$ cat src/rtl/uc_secuenciador.sv
// ============================================================================
// Module   : uc_secuenciador
// Brief    : Multicycle sequencing control unit for the 8-bit CPU datapath.
//            Paces FETCH / EXEC / WAIT_STEP / HALTED and decodes the opcode
//            and Z flag into datapath controls during the single EXEC cycle.
// Revision : 1.0 - initial release
// ============================================================================
`default_nettype none

module uc_secuenciador #(
    parameter int FETCH_WAIT = 1,   // cycles spent in FETCH (1..15)
    parameter int CNT_W      = 16   // retired-instruction counter width
) (
    input  logic             clk,
    input  logic             reset,        // asynchronous, active-low
    input  logic             start,
    input  logic             step_mode,
    input  logic             step,
    input  logic [5:0]       opcode,
    input  logic             z,
    output logic             pc_en,
    output logic             s_inc,
    output logic             s_inm,
    output logic             we3,
    output logic             wez,
    output logic [2:0]       op_alu,
    output logic             busy,
    output logic             halted,
    output logic             illegal,
    output logic [CNT_W-1:0] instr_count
);

    typedef enum logic [2:0] {
        S_IDLE      = 3'd0,
        S_FETCH     = 3'd1,
        S_EXEC      = 3'd2,
        S_WAIT_STEP = 3'd3,
        S_HALTED    = 3'd4
    } state_t;

    localparam logic [3:0] c_fetch_reload = 4'(FETCH_WAIT - 1);

    localparam logic [5:0] c_op_nop  = 6'b000000;
    localparam logic [5:0] c_op_li   = 6'b010000;
    localparam logic [5:0] c_op_j    = 6'b100000;
    localparam logic [5:0] c_op_jz   = 6'b100001;
    localparam logic [5:0] c_op_jnz  = 6'b100010;
    localparam logic [5:0] c_op_halt = 6'b111111;

    state_t           state_q, state_d;
    logic [3:0]       fcnt_q, fcnt_d;
    logic [CNT_W-1:0] count_q, count_d;
    logic             illegal_q, illegal_d;

    logic             w_op_halt;
    logic             w_op_illegal;

    // State, fetch counter, retired counter and sticky illegal flag.
    always_ff @(posedge clk or negedge reset) begin
        if (!reset) begin
            state_q   <= S_IDLE;
            fcnt_q    <= 4'd0;
            count_q   <= '0;
            illegal_q <= 1'b0;
        end else begin
            state_q   <= state_d;
            fcnt_q    <= fcnt_d;
            count_q   <= count_d;
            illegal_q <= illegal_d;
        end
    end

    // Datapath controls: idle values everywhere except in EXEC, where the
    // opcode (and z for conditional jumps) selects them. Being purely
    // combinational from state_q, an async reset drops the write enables
    // in the same cycle.
    always_comb begin
        pc_en        = 1'b0;
        s_inc        = 1'b1;
        s_inm        = 1'b0;
        we3          = 1'b0;
        wez          = 1'b0;
        op_alu       = 3'b000;
        w_op_halt    = 1'b0;
        w_op_illegal = 1'b0;
        if (state_q == S_EXEC) begin
            pc_en = 1'b1;
            if (opcode[5:3] == 3'b001) begin
                op_alu = opcode[2:0];
                we3    = 1'b1;
                wez    = 1'b1;
            end else begin
                case (opcode)
                    c_op_nop: ;
                    c_op_li: begin
                        s_inm = 1'b1;
                        we3   = 1'b1;
                    end
                    c_op_j:   s_inc = 1'b0;
                    c_op_jz:  s_inc = ~z;
                    c_op_jnz: s_inc = z;
                    c_op_halt: begin
                        pc_en     = 1'b0;   // PC stays parked on HALT
                        w_op_halt = 1'b1;
                    end
                    default:  w_op_illegal = 1'b1;  // behaves as NOP
                endcase
            end
        end
    end

    // Next-state sequencing, fetch-wait countdown and retirement bookkeeping.
    always_comb begin
        state_d   = state_q;
        fcnt_d    = fcnt_q;
        count_d   = count_q;
        illegal_d = illegal_q;
        case (state_q)
            S_IDLE: begin
                if (start) begin
                    state_d = S_FETCH;
                    fcnt_d  = c_fetch_reload;
                end
            end
            S_FETCH: begin
                if (fcnt_q != 4'd0) begin
                    fcnt_d = fcnt_q - 4'd1;
                end else begin
                    state_d = S_EXEC;
                end
            end
            S_EXEC: begin
                if (count_q != '1) begin
                    count_d = count_q + 1'b1;
                end
                if (w_op_illegal) begin
                    illegal_d = 1'b1;
                end
                if (w_op_halt) begin
                    state_d = S_HALTED;
                end else if (step_mode) begin
                    state_d = S_WAIT_STEP;
                end else begin
                    state_d = S_FETCH;
                    fcnt_d  = c_fetch_reload;
                end
            end
            S_WAIT_STEP: begin
                if (step || !step_mode) begin
                    state_d = S_FETCH;
                    fcnt_d  = c_fetch_reload;
                end
            end
            S_HALTED: ;
            default:  state_d = S_IDLE;
        endcase
    end

    assign busy        = (state_q == S_FETCH) || (state_q == S_EXEC) ||
                         (state_q == S_WAIT_STEP);
    assign halted      = (state_q == S_HALTED);
    assign illegal     = illegal_q;
    assign instr_count = count_q;

endmodule

`default_nettype wire
$ cat config.mk
export PLATFORM = sky130hd
export DESIGN_NAME = uc_secuenciador
export DESIGN_NICKNAME = d
export VERILOG_FILES = /design/src/rtl/uc_secuenciador.sv
export SDC_FILE = /design/constraint.sdc
export NUM_CORES = 1
export LEC_CHECK = 0
export CORE_ASPECT_RATIO = 1.4
export CORE_MARGIN = 1
export CORE_UTILIZATION = 40
export CTS_CLUSTER_DIAMETER = 60
export DETAILED_ROUTE_END_ITERATION = 8
export GPL_ROUTABILITY_DRIVEN = 0
export HOLD_SLACK_MARGIN = 0.15
export PLACE_DENSITY = 0.74
export SYNTH_ARGS = -nofsm -noshare
export SYNTH_HDL_FRONTEND = slang
export SYNTH_SLANG_ARGS = --single-unit
$ cat constraint.sdc
create_clock -name clk -period 1.9 [get_ports clk]
set_input_delay 0.38 -clock clk [delete_from_list [all_inputs] [get_ports clk]]
set_output_delay 0.38 -clock clk [all_outputs]
set_load 0.005 [all_outputs]
==> impl_results.md, run 1 <==
* Max clock buf depth at 2
* Hold violation count in the final report at 0
* Wire length of the first global-routing pass at between 6000 and 7000 um
* # placed instances at 251
* Mapped Area at 1474 sq um
* Status: finished with violations
* Total Wirelength at 4221 um
* CTS sink cnt at 24
* Sequential area share after synthesis at 0.4075
* Minimum period implied by the final worst setup slack at 2067 ps
* Signed area change from the synthesized netlist to the final layout at 58.74%
* Overflow left after global routing at 0
* Total Power at between 2 and 2.5 mW
* Number of synthesized register bits at 24
* Routed vias at 1455
* Tightest Pin Transition at 455.8 ps
* Antenna Cells at 0
* Combined global-route utilization of all metal layers at 0.2367
* Cell type contributing the most total cell area after synthesis: dfrtp_1
* Initial detailed-routing violation count at 47
* Count of different cell masters after synthesis at 49
* Overall die area at 3935 sq um
* Proportion of netlist area held by the largest area contributor at 0.4075
* Area contributors post-synth: dfrtp_1 41%, xor2_1 5.3%, nor2_1 3.3%, ha_1 2.5%, nand2_1 2.5%
* Class of the most critical setup path: flop to output pin
* Clock latency of the later-clocked register in the worst-skew pair at 270 ps
* Hpwl dp at 2968 um
* Post-synth top cells: 24 x dfrtp_1, 13 x nor2_1, 10 x nand2_1
* Worst VDD drop at 0.6655 mV
* Pin count of the biggest net entering global routing at 25
* Endpoint arrival time on the critical path at 1690 ps
* Placed Area at slightly above 2000 sq um
* Number of design rule violations left after detail routing at 0
* Vias per Instance at between 5 and 6
* Clock slew seen by the registers of the worst setup and hold paths at roughly 80 ps
* Number of global-route vias before repair at about 1500
* WL per Instance at roughly 16 um
* Post-route ant nets at 0
* Initial antenna violation count at 0
* Most instantiated flip-flop cell in the synthesis netlist: dfrtp_1
* Number of synthesized flops with an enable pin at 0
* Startpoint Class: flop
* Post-synthesis net count at 166
* Cell at the root of the clock tree: clkbuf_8
* Max-capacitance violation count at 0
* Number of standard-cell rows in the floorplan at 25
* Number of CTS-inserted buffers at 3
* Core region area at 3441 sq um
* Final std cells w/o fill at 266
* Yosys synthesis warning count at 0
* Biggest fanout along the worst timing path at 2
* Final worst path period share at 1.088
* Clock tree from TritonCTS: done
* Share of synthesized flip-flops with an asynchronous set or reset at 1.000
* Leakage power summed over all cells at 1.061 nW
* Worst slack on hold paths at 458.8 ps
* H-tree levels at 1
* IO Pins at 39
* Worst path setup slack after routing at -167.2 ps
* Register-to-Register Path Depth at 6
* Final non-filler cell area at between 2000 and 2500 sq um
* Hold/Removal Path Class: input port to asynchronous set/reset pin
* Count of port buffers added during placement at 38
* Violations in the final reports: negative setup slack
* Power per unit of standard cell area at 913.3 nW/um^2
* Worst setup timing slack at the placement stage at -540.3 ps
* Peak clock frequency supported by timing at 483.7 MHz
* Most used standard cell by instance count after synthesis: dfrtp_1
* Rel. slew slack at 0.6950
* Die width at 53.30 um
* Final core utilization at 0.6800
* Number of search-and-repair iterations in the first detailed-routing pass at 4
* Number of setup violations in the final report at 10
* Kind of end point of the critical path: output pin
* DIE HEIGHT at about 74 um
* Max-slew violations at 0
* NumNets Final at 242
* Mean instance size in the synthesized netlist at 9.761 sq um
* Initial Util at 0.4284
* Setup repair after global routing missed its margin: true
* Gate Count Post-Synth at 151
* Required time of the critical path at 1520 ps
* Layout cell share with drive strength beyond 1 at 0.3584
* Accumulated negative setup slack at -861.8 ps
* Clock Skews at 1.929 ps
[logic make-up after synthesis]
logic type,after synthesis,share of synthesized area
and+or+nand+nor,67,0.2835
AOI/OAI and AO/OA,33,0.1579
DFF,24,0.4075
xor gates and xnor gates,11,0.06537
buffers and inverters,9,0.03056
muxes,4,0.02971
adders and majority gates,3,0.02547
[critical path: stages (launching register included)]
cell and delay, ps:
dfrtp_1 390, buf_6 120, nor3b_4 220, nand2_1 100, nor4bb_2 330, or2_1 140, buf_2 110
[registers in the layout, summed over array words and instances (netlist names)]
| name | flops |
|---|---|
| illegal | 1 |
| state_q | 3 |
| fcnt_q | 4 |
| instr_count | 16 |
[area by class of cell]
class                      count  area, sq um
fill                         273         1101
multi-input combinational    118        962.2
timing repair buffer          75        653.1
sequential                    24        600.6
clock buffer                   4        55.05
tap                           40        50.05
inverter                       5        18.77
[repair_timing]
| action | CTS | global route |
|---|---|---|
| pin swaps | 13 | 12 |
| endpoints found under the setup margin | 10 | 14 |
| endpoints found under the hold margin | 0 | 0 |
| gates resized for setup | 57 | 21 |
| hold buffers | 0 | 0 |
| buffers inserted | 10 | 3 |
[cell usage in the layout (no fill, tap or decap), types with 4 or more instances in the layout]
cell	n
a21oi_1	7
buf_2	5
buf_4	29
buf_6	10
clkbuf_8	4
clkdlybuf4s50_1	24
dfrtp_1	24
dlygate4sd2_1	6
inv_1	5
nand2_1	9
nand3_1	4
nand4_1	6
nor2_1	8
nor2_4	4
nor4_4	4
o21ai_1	4
xor2_1	9
[worst paths after layout]
check | slack, ps | endpoint | start
setup / recovery | -170 | we3 | state_q[0]$_DFFE_PN0P_
hold / removal | 460 | instr_count[0]$_DFFE_PN0P_ | reset
setup reg to reg | -130 | instr_count[12]$_DFFE_PN0P_ | state_q[0]$_DFFE_PN0P_
hold reg to reg | 500 | illegal$_DFFE_PN0P_ | illegal$_DFFE_PN0P_
max in group asynchronous | 1200 | state_q[2]$_DFFE_PN0P_ | reset
min in group clk | 500 | illegal$_DFFE_PN0P_ | illegal$_DFFE_PN0P_
[per-layer routing]
layer,track usage,share of wire,vias up
li1,-,-,705
met1,0.2500,0.36,716
met2,0.4472,0.59,27
met3,0.03106,0.025,7
met4,0.09942,0.023,0
met5,0,0,-
[where the power goes]
part	switching (mW)	internal [mW]	total [mW]
sequential	0.111	0.621	0.733
clock	0.163	0.185	0.349
combinational	0.480	0.575	1.06
total	0.755	1.38	2.14
No activity file was read; power rests on OpenSTA's default activity.
==> run 2: changes to the inputs <==
- CORE_ASPECT_RATIO: 1.4 -> 2
==> impl_results.md, run 2 (synthesis results as in run 1) <==
* # placed instances at 257 (+2.4%)
* Pin count of the biggest net entering global routing at 25 (unchanged)
* Most frequent cell on the critical path: buf_6
* Largest incremental delay on the critical path at 410 ps (+20 ps)
* Post-route ant nets at 0 (unchanged)
* Slowest cell on the critical path: dfrtp_1
* Metal3 WL at 137 um (+28%)
* Clock latency of the later-clocked register in the worst-skew pair at 270 ps (about the same)
* Hold/Removal Path Class: input port to asynchronous set/reset pin
* Max-capacitance violation count at 0 (unchanged)
* Initial Util at 0.4268 (-0.001552)
* Rel. slew slack at 0.6749 (-0.02016)
* Violations in the final reports: negative setup slack
* Layout cell share with drive strength beyond 1 at 0.3778 (+0.01937)
* Share of total power in combinational logic at 0.480 (-0.014)
* Overall die area at 3946 sq um (+0.29%)
* Worst slack on hold paths at 465.2 ps (+6.373 ps)
* IO Pins at 39 (unchanged)
* Worst-case register-to-register setup slack at -120 ps (about the same)
* Hold violation count in the final report at 0 (unchanged)
* Number of search-and-repair iterations in the first detailed-routing pass at 4 (unchanged)
* Number of global-route vias before repair at 1662 (+9.2%)
* Peak clock frequency supported by timing at 482.8 MHz (-0.20%)
* Antenna Cells at 0 (unchanged)
* Wire length of the first global-routing pass at 7231 um (+6.6%)
* Max-slew violations at 0 (unchanged)
* Kind of end point of the critical path: output pin
* Accumulated negative setup slack at -1185 ps (-322.9 ps)
* Clock tree from TritonCTS: done
* Leakage power summed over all cells at 1.067 nW (+0.60%)
* Minimum period implied by the final worst setup slack at 2071 ps (+4.150 ps)
* Register-to-Register Path Depth at 7 (+1)
* H-tree levels at 1 (unchanged)
* Startpoint Class: flop
* Switching power total at 783.6 uW (+3.8%)
* Routed vias at 1547 (+6.3%)
* Largest register FFs at 16 (unchanged)
* Class of the most critical setup path: flop to output pin
* Reg power frac at 0.322 (-0.021)
* Number of setup violations in the final report at 10 (unchanged)
* List of cells traversed by the critical path: buf_4 > or3b_4 > nor2_4 > buf_6 > and2_4 > buf_6
* CTS sink cnt at 24 (unchanged)
* Count of port buffers added during placement at 38 (unchanged)
* Signed area change from the synthesized netlist to the final layout at 62.73%
* WL per Instance at 16.88 um (+6.3%)
* Tightest Pin Transition at 475.4 ps (+19.64 ps)
* Biggest fanout along the worst timing path at 3 (+1)
* Most common cell after layout, fill and taps aside: buf_4
* Cell at the root of the clock tree: clkbuf_8
* Top layer in use: met4
* Die width at 44.93 um (-16%)
* Core region area at 3453 sq um (+0.36%)
* Setup repair after global routing missed its margin: true
* Initial detailed-routing violation count at 53 (+13%)
* Worst path setup slack after routing at -171.3 ps (-4.150 ps)
* DIE HEIGHT at 87.85 um (+19%)
* Worst VDD drop at 0.9267 mV (+39%)
* Total Wirelength at 4607 um (+9.1%)
* Number of buffers added to fix hold violations after cts at 0 (unchanged)
* Internal power at 1.511 mW (+9.3%)
* Max clock buf depth at 2 (unchanged)
* Commonest cells after routing, fill and taps aside: 30 x buf_4, 26 x clkdlybuf4s50_1, 24 x dfrtp_1
* Final core utilization at 0.6946 (+0.01456)
* Switching fraction of total power at 0.3415 (-0.01165)
* Number of standard-cell rows in the floorplan at 30 (+20%)
* Power per unit of standard cell area at 956.7 nW/um^2 (+4.8%)
* Clock Skews at 3.467 ps (+1.538 ps)
* Routed length on met1 at 1551 um (+1.0%)
* Initial antenna violation count at 0 (unchanged)
* Combined global-route utilization of all metal layers at 0.2439 (+0.007154)
* Clock slew seen by the registers of the worst setup and hold paths at 80 ps (about the same)
* Final worst path period share at 1.090 (+0.002184)
* Final std cells w/o fill at 273 (+2.6%)
* Fill cell total of the finished layout at 262 (-4.0%)
* Total Power at 2.295 mW (+7.4%)
* NumNets Final at 241 (-0.41%)
* Vias per Instance at 5.667 (+3.6%)
* Status: finished with violations
* Clock power frac at 0.197 (+0.034)
* Number of design rule violations left after detail routing at 0 (unchanged)
* Overflow left after global routing at 0 (unchanged)
* Met2 wire length at 2768 um (+12%)
* Number of CTS-inserted buffers at 3 (unchanged)
* Required time of the critical path at 1520 ps (about the same)
* R2R Path Start: state_q[0]$_DFFE_PN0P_
* Endpoint arrival time on the critical path at 1690 ps (about the same)
* Hpwl dp at 3124 um (+5.3%)
* R2r endpoint: instr_count[14]$_DFFE_PN0P_
-- run 2: stage by stage --
step,instance area [sq um],setup slack (ps)
6_report,2399,-171.3
5_1_grt,2399,-214.1
4_1_cts,2271,-149.3
3_5_place_dp,2068,-502.8
3_3_place_gp,2068,-426.9
2_1_floorplan,1474,22.27
-- run 2: layout make-up --
cell class,count,area [sq um],area share
Inverter,5,18.77,0.007825
Timing Repair Buffer,74,653.1,0.2723
Tap cell,48,60.06,0.02504
Clock buffer,3,41.29,0.01721
Multi-Input combinational cell,118,994.7,0.4147
Clock inverter,1,30.03,0.01252
Sequential cell,24,600.6,0.2504
-- run 2: layer usage --
metal / vias to the layer above / global-route usage
met4: 0 / 0.1047
met1: 769 / 0.2280
met5: - / 0
met3: 13 / 0.02887
li1: 706 / -
met2: 59 / 0.4862
-- run 2: how the worst max path moves through the flow --
stage	from	end	slack [ps]	depth (start not counted)
final	state_q[0]$_DFFE_PN0P_	op_alu[2]	-170	6
after CTS	state_q[2]$_DFFE_PN0P_	we3	-150	6
after detailed placement	opcode[3]	we3	-500	6
after floorplan	state_q[2]$_DFFE_PN0P_	instr_count[12]$_DFFE_PN0P_	20	6
after global routing	state_q[0]$_DFFE_PN0P_	op_alu[2]	-210	6
after global placement	opcode[3]	we3	-430	6
-- run 2: worst max-delay path, delay by kind of cell (launching register included) --
| kind | cells | cell delay [ps] |
|---|---|---|
| flip-flops | 1 | 410 |
| buffers and inverters | 3 | 340 |
| AND/OR/NAND/NOR | 3 | 670 |
-- run 2: power by group through the flow --
stage / logic (mW) / registers [mW] / clock network, mW
4_1_cts: 1.01 / 0.730 / 0.457
3_3_place_gp: 0.890 / 0.731 / 0
5_1_grt: 1.20 / 0.755 / 0.480
2_1_floorplan: 0.498 / 0.724 / 0
6_report: 1.10 / 0.740 / 0.453
3_5_place_dp: 0.923 / 0.740 / 0
-- run 2: what timing repair did --
| action | CTS | global route |
|---|---|---|
| pin swaps | 10 | 14 |
| gates resized for setup | 55 | 29 |
| setup buffers | 11 | 4 |
| setup endpoints to repair | 11 | 25 |
